## src/rtl/hilo_mul_ctrl.sv

```systemverilog
// HI/LO register file and sequencing controller for an external iterative multiplier.
// MULTU walks IDLE -> LOAD -> RUN (MUL_CYCLES steps) -> CAPTURE; HI/LO moves complete in one IDLE cycle.
module hilo_mul_ctrl #(
    parameter int MUL_CYCLES = 32
) (
    input  logic        clk,
    input  logic        reset,
    input  logic        req_valid,
    input  logic [2:0]  req_op,
    input  logic [31:0] op_a,
    input  logic [31:0] op_b,
    input  logic        flush,
    output logic        stall,
    output logic        busy,
    output logic [31:0] rd_data,
    output logic        rd_valid,
    output logic [31:0] mul_a,
    output logic [31:0] mul_b,
    output logic        mul_load,
    output logic        mul_en,
    input  logic [63:0] mul_product,
    output logic [31:0] hi,
    output logic [31:0] lo
);

    typedef enum logic [1:0] {
        IDLE    = 2'd0,
        LOAD    = 2'd1,
        RUN     = 2'd2,
        CAPTURE = 2'd3
    } state_t;

    localparam logic [2:0] OP_MULTU = 3'd1;
    localparam logic [2:0] OP_MFHI  = 3'd2;
    localparam logic [2:0] OP_MFLO  = 3'd3;
    localparam logic [2:0] OP_MTHI  = 3'd4;
    localparam logic [2:0] OP_MTLO  = 3'd5;
    localparam logic [5:0] LAST_CNT = 6'(MUL_CYCLES - 1);

    state_t      state_q, state_d;
    logic [5:0]  cnt_q, cnt_d;
    logic [31:0] hi_q, hi_d, lo_q, lo_d;
    logic [31:0] mul_a_q, mul_a_d, mul_b_q, mul_b_d;
    logic [31:0] rd_data_q, rd_data_d;
    logic        rd_valid_q, rd_valid_d;
    logic        busy_q, busy_d;
    logic        op_known;
    logic        accept;

    // Only real opcodes stall; NOPs pass through even while a multiply is running.
    assign op_known = (req_op >= OP_MULTU) && (req_op <= OP_MTLO);
    assign stall    = req_valid && (state_q != IDLE) && op_known && !flush;
    assign accept   = req_valid && !stall && !flush;

    always_comb begin
        state_d    = state_q;
        cnt_d      = cnt_q;
        hi_d       = hi_q;
        lo_d       = lo_q;
        mul_a_d    = mul_a_q;
        mul_b_d    = mul_b_q;
        rd_data_d  = rd_data_q;
        rd_valid_d = 1'b0;
        mul_load   = 1'b0;
        mul_en     = 1'b0;

        case (state_q)
            IDLE: begin
                if (accept) begin
                    case (req_op)
                        OP_MULTU: begin
                            mul_a_d = op_a;
                            mul_b_d = op_b;
                            state_d = LOAD;
                        end
                        OP_MFHI: begin
                            rd_data_d  = hi_q;
                            rd_valid_d = 1'b1;
                        end
                        OP_MFLO: begin
                            rd_data_d  = lo_q;
                            rd_valid_d = 1'b1;
                        end
                        OP_MTHI: hi_d = op_a;
                        OP_MTLO: lo_d = op_a;
                        default: ;
                    endcase
                end
            end
            LOAD: begin
                mul_load = 1'b1;
                cnt_d    = 6'd0;
                state_d  = RUN;
            end
            RUN: begin
                mul_en = 1'b1;
                if (cnt_q == LAST_CNT) begin
                    cnt_d   = 6'd0;
                    state_d = CAPTURE;
                end else begin
                    cnt_d = cnt_q + 6'd1;
                end
            end
            CAPTURE: begin
                hi_d    = mul_product[63:32];
                lo_d    = mul_product[31:0];
                state_d = IDLE;
            end
            default: state_d = IDLE;
        endcase

        // Flush aborts any sequence, including the HI/LO write of a CAPTURE cycle.
        if (flush) begin
            state_d = IDLE;
            cnt_d   = 6'd0;
            hi_d    = hi_q;
            lo_d    = lo_q;
        end

        busy_d = (state_d != IDLE);
    end

    always_ff @(posedge clk) begin
        if (reset) begin
            state_q    <= IDLE;
            cnt_q      <= 6'd0;
            hi_q       <= 32'd0;
            lo_q       <= 32'd0;
            mul_a_q    <= 32'd0;
            mul_b_q    <= 32'd0;
            rd_data_q  <= 32'd0;
            rd_valid_q <= 1'b0;
            busy_q     <= 1'b0;
        end else begin
            state_q    <= state_d;
            cnt_q      <= cnt_d;
            hi_q       <= hi_d;
            lo_q       <= lo_d;
            mul_a_q    <= mul_a_d;
            mul_b_q    <= mul_b_d;
            rd_data_q  <= rd_data_d;
            rd_valid_q <= rd_valid_d;
            busy_q     <= busy_d;
        end
    end

    assign busy     = busy_q;
    assign rd_data  = rd_data_q;
    assign rd_valid = rd_valid_q;
    assign mul_a    = mul_a_q;
    assign mul_b    = mul_b_q;
    assign hi       = hi_q;
    assign lo       = lo_q;

endmodule
```

## config.mk

```make
export PLATFORM = sky130hd
export DESIGN_NAME = hilo_mul_ctrl
export DESIGN_NICKNAME = d
export VERILOG_FILES = /design/src/rtl/hilo_mul_ctrl.sv
export SDC_FILE = /design/constraint.sdc
export NUM_CORES = 1
export LEC_CHECK = 0
export ABC_AREA = 1
export ABC_CLOCK_PERIOD_IN_PS = 1750
export BUFFER_PORTS_ARGS = -buffer_cell sky130_fd_sc_hd__buf_2
export CAP_MARGIN = 5
export CORE_AREA = 5 5 125 151
export CTS_BUF_LIST = sky130_fd_sc_hd__clkbuf_4 sky130_fd_sc_hd__clkbuf_8
export CTS_CLUSTER_DIAMETER = 80
export DETAILED_ROUTE_END_ITERATION = 10
export DIE_AREA = 0 0 130 156
export PLACE_DENSITY = 0.84
export SYNTH_ARGS = -nofsm -noshare
export SYNTH_HDL_FRONTEND = slang
export SYNTH_SLANG_ARGS = --single-unit
```

## constraint.sdc

```tcl
create_clock -name clk -period 1.75 [get_ports clk]
set_input_delay 0.35 -clock clk [delete_from_list [all_inputs] [get_ports clk]]
set_output_delay 0.35 -clock clk [all_outputs]
set_load 0.005 [all_outputs]
```

==> metrics, run 1 <==
clk sinks 170; clock tree buffer depth 2; clk slew on worst S/H paths 0.09 ns; clk_lat worst skew 0.46 ns; wire length per cell 15.1 um; Site Rows 53; Total Routing Usage GR 24.2%; share of the synthesized area in the top cell type 43.8%; fin. max-slew vios 0; total CTS buffers 17; design area 0.0101 sq mm; grt ovf 0; largest net degree at the start of global routing 63; Synth area leader dfxtp_1; CTS tree yes; Mapped Nets 1303; WS Path Type flop to output pin; Tightest Hold Check Type input port to flop; Max Clock Skew 0.0109 ns; Routed Antenna Nets 0; Mapped Cells 1163; Ys Warns 0; Synth async-reset ratio 0%; crit share post-route 99.1%; Crit path buffers/inverters 2; Post-DP Area 0.00962 sq mm; Final HPWL DP 19100 um; post-synthesis adder-cell area fraction 0.805%; CTS H-tree depth 4; die area 0.0203 sq mm; vias per inst 5.03; Fillers 1641; outcome complete, no violations; CP endpoint kind output pin; mux cell area share after synthesis 0%; DRT iter0 DRCs 514; Buffers on Ports 299; Die Y 156 um; Netlist cell types 20; fmax 577 MHz; LEAKAGE 5.61 nW; Synth Flop Type dfxtp_1; vias in the first global route 7735; final setup violating endpoints 0; initial antenna violation count 3; effective utilization at floorplan 45.1%; largest family of logic cells by synthesized area simple AND/OR/NAND/NOR gates; slowest CP cell dfxtp_2; first-pass GRT wire length 39200 um; Die Width 130 um; top post-synthesis cells by area dfxtp_1 (44%), nor2_1 (12%), a21oi_1 (11%), nand2_1 (8.6%), o21ai_0 (6.4%); slowest cell delay on critical path 0.36 ns; max-cap viol count 0; worst slew pin tran 0.395 ns; min Tclk post-route 1.73 ns; RSZ-0062 raised after global routing yes; root buffer cell clkbuf_8; minimum setup slack after placement 0.0622 ns; crit path max fanout 3; Cell Chain, Critical Path inv_2 -> ha_4 -> a211oi_2 -> buf_2; Final nets 1573; layout cells sized above 1 28.8%; PnR worst setup slack 0.0156 ns; slew margin rel. 73.7%; Syn Std Cell Area 0.00777 sq mm; EDFF count, synth 0; worst endpoint required time 1.40 ns; crit start category flop; critical path arrival 1.38 ns; syn_area_per_cell 6.68 sq um; most common cell in the netlist nor2_1; IO Pins 300; Hold Buf Count CTS 0; Layout Utilization 58.7%; Pwr Density 792 mW/mm^2; Post-synth top cells nor2_1 (242), nand2_1 (178), dfxtp_1 (170); Area Growth Syn to Fin 30.2%; Pwr Total 0.00801 W; delay-heaviest family, CP flip-flops; simple-gate share of the synthesized area 27.6%; Yosys reg bits 170; vias post-DR 8399; sequential cell area fraction in the yosys report 43.8%; Synth Area in XOR/XNOR 0.226%; routed wire length 25200 um; routability congestion estimate 0.962; compound-cell area share of the yosys netlist 17.4%; DR pass1 iterations 5; core box area 0.0172 sq mm; Final Hold Vio Count 0; Residual DRC 0; maximum vdd drop 0.497 mV
repair_timing:
item	4_1_cts	5_1_grt
pin swaps	0	2
setup buffers	3	0
cloned	0	0
endpoints found under the setup margin	1	25
gates resized for setup	7	2
state kept, by name, summed over array words and instances, names as in the netlist:
signal	cells
rd_data	32
rd_valid	1
cnt_q	6
mul_a	32
busy	1
lo	32
mul_b	32
hi	32
state_q	2
final cells by class:
cell class / instances / area [sq um] / area share [%]
multi-input cells: 798 / 3620 / 35.8
flip-flops and latches: 170 / 3410 / 33.7
repair buffers: 334 / 1940 / 19.2
inverters: 112 / 423 / 4.18
well taps: 220 / 275 / 2.72
clock buffers: 17 / 234 / 2.31
clock inverters: 15 / 211 / 2.09
diodes: 3 / 7.51 / 0.0742
metrics by stage:
step / TNS [ns] / std cells / hold WS (ns)
4_1_cts: 0 / 1666 / 0.0676
5_1_grt: -0.0239 / 1669 / 0.0712
2_1_floorplan: 0 / 1163 / 0.422
6_report: 0 / 1669 / 0.0866
3_3_place_gp: 0 / 1632 / 0.477
3_5_place_dp: 0 / 1632 / 0.483
final timing paths:
| kind | cells after the start | to | from | slack (ns) |
|---|---|---|---|---|
| worst max-delay path | 4 | stall | state_q[1] | 0.02 |
| worst min-delay path | 2 | rd_valid | reset | 0.09 |
| worst max register to register | 9 | rd_data[5] | state_q[1] | 0.07 |
| worst min register to register | 2 | lo[9] | lo[9] | 0.51 |
metal layers:
metal  track usage, %  part of all wire, %  wire length (um)  vias to the layer above
met4             9.46                  3.3               824                        0
met1             31.9                   42             10700                     3741
li1                 -                    -                 -                     4217
met3             6.03                  8.8              2210                       57
met5                0                    0                 0                        -
met2             38.2                   46             11500                      384
power by group:
part	internal (W)	leakage [nW]	switching, W	total [W]
sequential	0.00396	1.38	0.0000655	0.00403
clock	0.00158	0.216	0.00151	0.00310
combinational	0.000389	4.01	0.000498	0.000887
total	0.00593	5.61	0.00208	0.00801
placed cells by master, fill, tap and decap left out, types with 7 or more instances in the layout:
| master | instances |
|---|---|
| a21oi_1 | 162 |
| buf_12 | 14 |
| buf_2 | 299 |
| buf_4 | 20 |
| clkbuf_8 | 17 |
| dfxtp_1 | 168 |
| inv_1 | 104 |
| inv_2 | 7 |
| nand2_1 | 178 |
| nand3_1 | 69 |
| nor2_1 | 241 |
| o21ai_0 | 100 |
| or2_2 | 31 |
logic make-up after synthesis:
group / after synthesis
AND/OR/NAND/NOR: 524
AO/OA/AOI/OAI: 267
buffers and inverters: 195
flip-flops: 170
adder cells (fa/ha/maj): 5
XOR/XNOR: 2
No activity file was read; power rests on OpenSTA's default activity.
==> inputs of run 2 (changes only) <==
--- a/config.mk
+++ b/config.mk
@@ -9,12 +9,14 @@
 export ABC_CLOCK_PERIOD_IN_PS = 1750
 export BUFFER_PORTS_ARGS = -buffer_cell sky130_fd_sc_hd__buf_2
 export CAP_MARGIN = 5
-export CORE_AREA = 5 5 125 151
+export CELL_PAD_IN_SITES_DETAIL_PLACEMENT = 0
+export CELL_PAD_IN_SITES_GLOBAL_PLACEMENT = 2
+export CORE_AREA = 5 5 174 210
 export CTS_BUF_LIST = sky130_fd_sc_hd__clkbuf_4 sky130_fd_sc_hd__clkbuf_8
 export CTS_CLUSTER_DIAMETER = 80
 export DETAILED_ROUTE_END_ITERATION = 10
-export DIE_AREA = 0 0 130 156
-export PLACE_DENSITY = 0.84
+export DIE_AREA = 0 0 179 215
+export PLACE_DENSITY = 0.82
 export SYNTH_ARGS = -nofsm -noshare
 export SYNTH_HDL_FRONTEND = slang
 export SYNTH_SLANG_ARGS = --single-unit
==> run 2 against run 1 <==
Net effect:
- the run now ends with negative setup slack left
- via count shrank 2.7%
- critical path depth grew 1
- register-to-register slack gained 0.05 ns
- wire length grew 21%
- global-route usage shrank 8.5 points
- first-iteration DRC count shrank 16%
- critical endpoint unchanged
==> metrics, run 2 (same netlist as run 1, synthesis figures left out) <==
vias post-DR 8170; CTS tree yes; Site Rows 75; WS Path Type flop to output pin; clk_lat worst skew 0.49 ns; Routed Antenna Nets 0; vias per inst 4.25; Max Used Layer met5; met3 WL 1750 um; Final nets 1584; DRT iter0 DRCs 432; Die Y 215 um; commonest non-fill, non-tap cells in the layout buf_2 (299), nor2_1 (240), nand2_1 (178); Final HPWL DP 23700 um; Net Sw Power 0.00223 W; Layout Utilization 30.7%; core box area 0.0344 sq mm; wire length on met1 14100 um; maximum vdd drop 0.445 mV; Die Width 179 um; Hold Buf Count CTS 0; RSZ-0062 raised after global routing yes; layout cells sized above 1 29.6%; initial antenna violation count 2; Internal 0.00598 W; Combinational Power Share 11.3%; Pwr Density 777 mW/mm^2; commonest non-fill, non-tap cell in the layout buf_2; worst slew pin tran 0.435 ns; Area Growth Syn to Fin 36.0%; failing checks negative setup slack; total CTS buffers 17; Switching Fraction 27.1%; Crit path buffers/inverters 3; CTS H-tree depth 4; grt ovf 0; Max Clock Skew 0.0163 ns; crit share post-route 103%; critical path arrival 1.46 ns; min Tclk post-route 1.81 ns; LEAKAGE 5.69 nW; wire length per cell 15.9 um; slowest cell delay on critical path 0.34 ns; Cell Chain, Critical Path inv_2 -> ha_4 -> buf_6 -> a211oi_2 -> buf_2; Buffers on Ports 299; outcome finished with violations; clock tree buffer depth 2; Hold Crit Start reset; setup TNS -0.0591 ns; delay-heaviest family, CP flip-flops; clk sinks 170; fin. max-slew vios 0; routability congestion estimate 0.849; Min-Delay Path Depth 2; Residual DRC 0; crit start category flop; worst endpoint required time 1.40 ns; Worst Reg-to-Reg Cells 9; die area 0.0385 sq mm; Final Hold Vio Count 0; Tightest Hold Check Type input port to flop; RR Startpoint state_q[1]; root buffer cell clkbuf_8; PnR worst setup slack -0.0591 ns; clk slew on worst S/H paths 0.10 ns; minimum setup slack after placement -0.00143 ns; clock share of power 39.5%; Total Routing Usage GR 15.7%; Reg power frac 49.2%; max-cap viol count 0; effective utilization at floorplan 22.6%; first-pass GRT wire length 46500 um; CP endpoint kind output pin; reg2reg setup slack 0.12 ns; DR pass1 iterations 4; Worst Hold Endpoint rd_valid; reg-to-reg endpoint mul_a[23]; IO Pins 300; fmax 553 MHz; largest net degree at the start of global routing 65; vias in the first global route 7848; final setup violating endpoints 1; slowest CP cell dfxtp_2; slew margin rel. 71.0%; metal2 WL 13900 um; crit path max fanout 2; routed wire length 30600 um
==> run 2: per-stage QoR <==
step | power [W] | cell area (sq um) | cells | hold slack, ns
2_1_floorplan | 0.00454 | 7770 | 1163 | 0.422
3_3_place_gp | 0.00506 | 10000 | 1882 | 0.486
3_5_place_dp | 0.00506 | 10000 | 1882 | 0.491
4_1_cts | 0.00836 | 10500 | 1918 | 0.00213
5_1_grt | 0.00861 | 10600 | 1920 | 0.0368
6_report | 0.00821 | 10600 | 1921 | 0.0591
==> run 2: power by group through the flow <==
stage / Sequential [W] / Combinational [W] / Clock (W)
final: 0.00404 / 0.000927 / 0.00325
after global placement: 0.00413 / 0.000934 / 0
after global routing: 0.00405 / 0.00104 / 0.00352
after CTS: 0.00404 / 0.000938 / 0.00339
after floorplan: 0.00411 / 0.000428 / 0
after detailed placement: 0.00413 / 0.000934 / 0
==> run 2: how the worst max path moves through the flow <==
| stage | startpoint | to | slack (ns) | cells past startpoint |
|---|---|---|---|---|
| 6_report | state_q[1] | stall | -0.06 | 5 |
| 5_1_grt | state_q[1] | stall | -0.18 | 5 |
| 4_1_cts | state_q[1] | stall | -0.12 | 5 |
| 3_5_place_dp | state_q[1] | hi[17] | -0.001 | 10 |
| 3_3_place_gp | state_q[1] | lo[8] | 0.06 | 10 |
| 2_1_floorplan | state_q[0] | lo[24] | 0.04 | 11 |
==> run 2: layer usage <==
layer	up-vias	track usage (%)
li1	4252	-
met1	3648	21.1
met2	234	24.6
met3	34	3.32
met4	2	6.12
met5	-	0
==> run 2: timing repair <==
item                       4_1_cts  5_1_grt
setup endpoints to repair        3       82
buffers inserted                 4        1
pin swaps                        2        2
hold endpoints to repair         0        0
gates resized for setup          8        7
==> run 2: final cells by class <==
| cell class | instances | area [sq um] |
|---|---|---|
| fill | 3857 | 23900 |
| multi-input combinational | 798 | 3640 |
| sequential | 170 | 3410 |
| timing repair buffer | 345 | 2060 |
| tap | 462 | 578 |
| inverter | 112 | 425 |
| clock buffer | 18 | 241 |
| clock inverter | 14 | 210 |
| antenna | 2 | 5.00 |
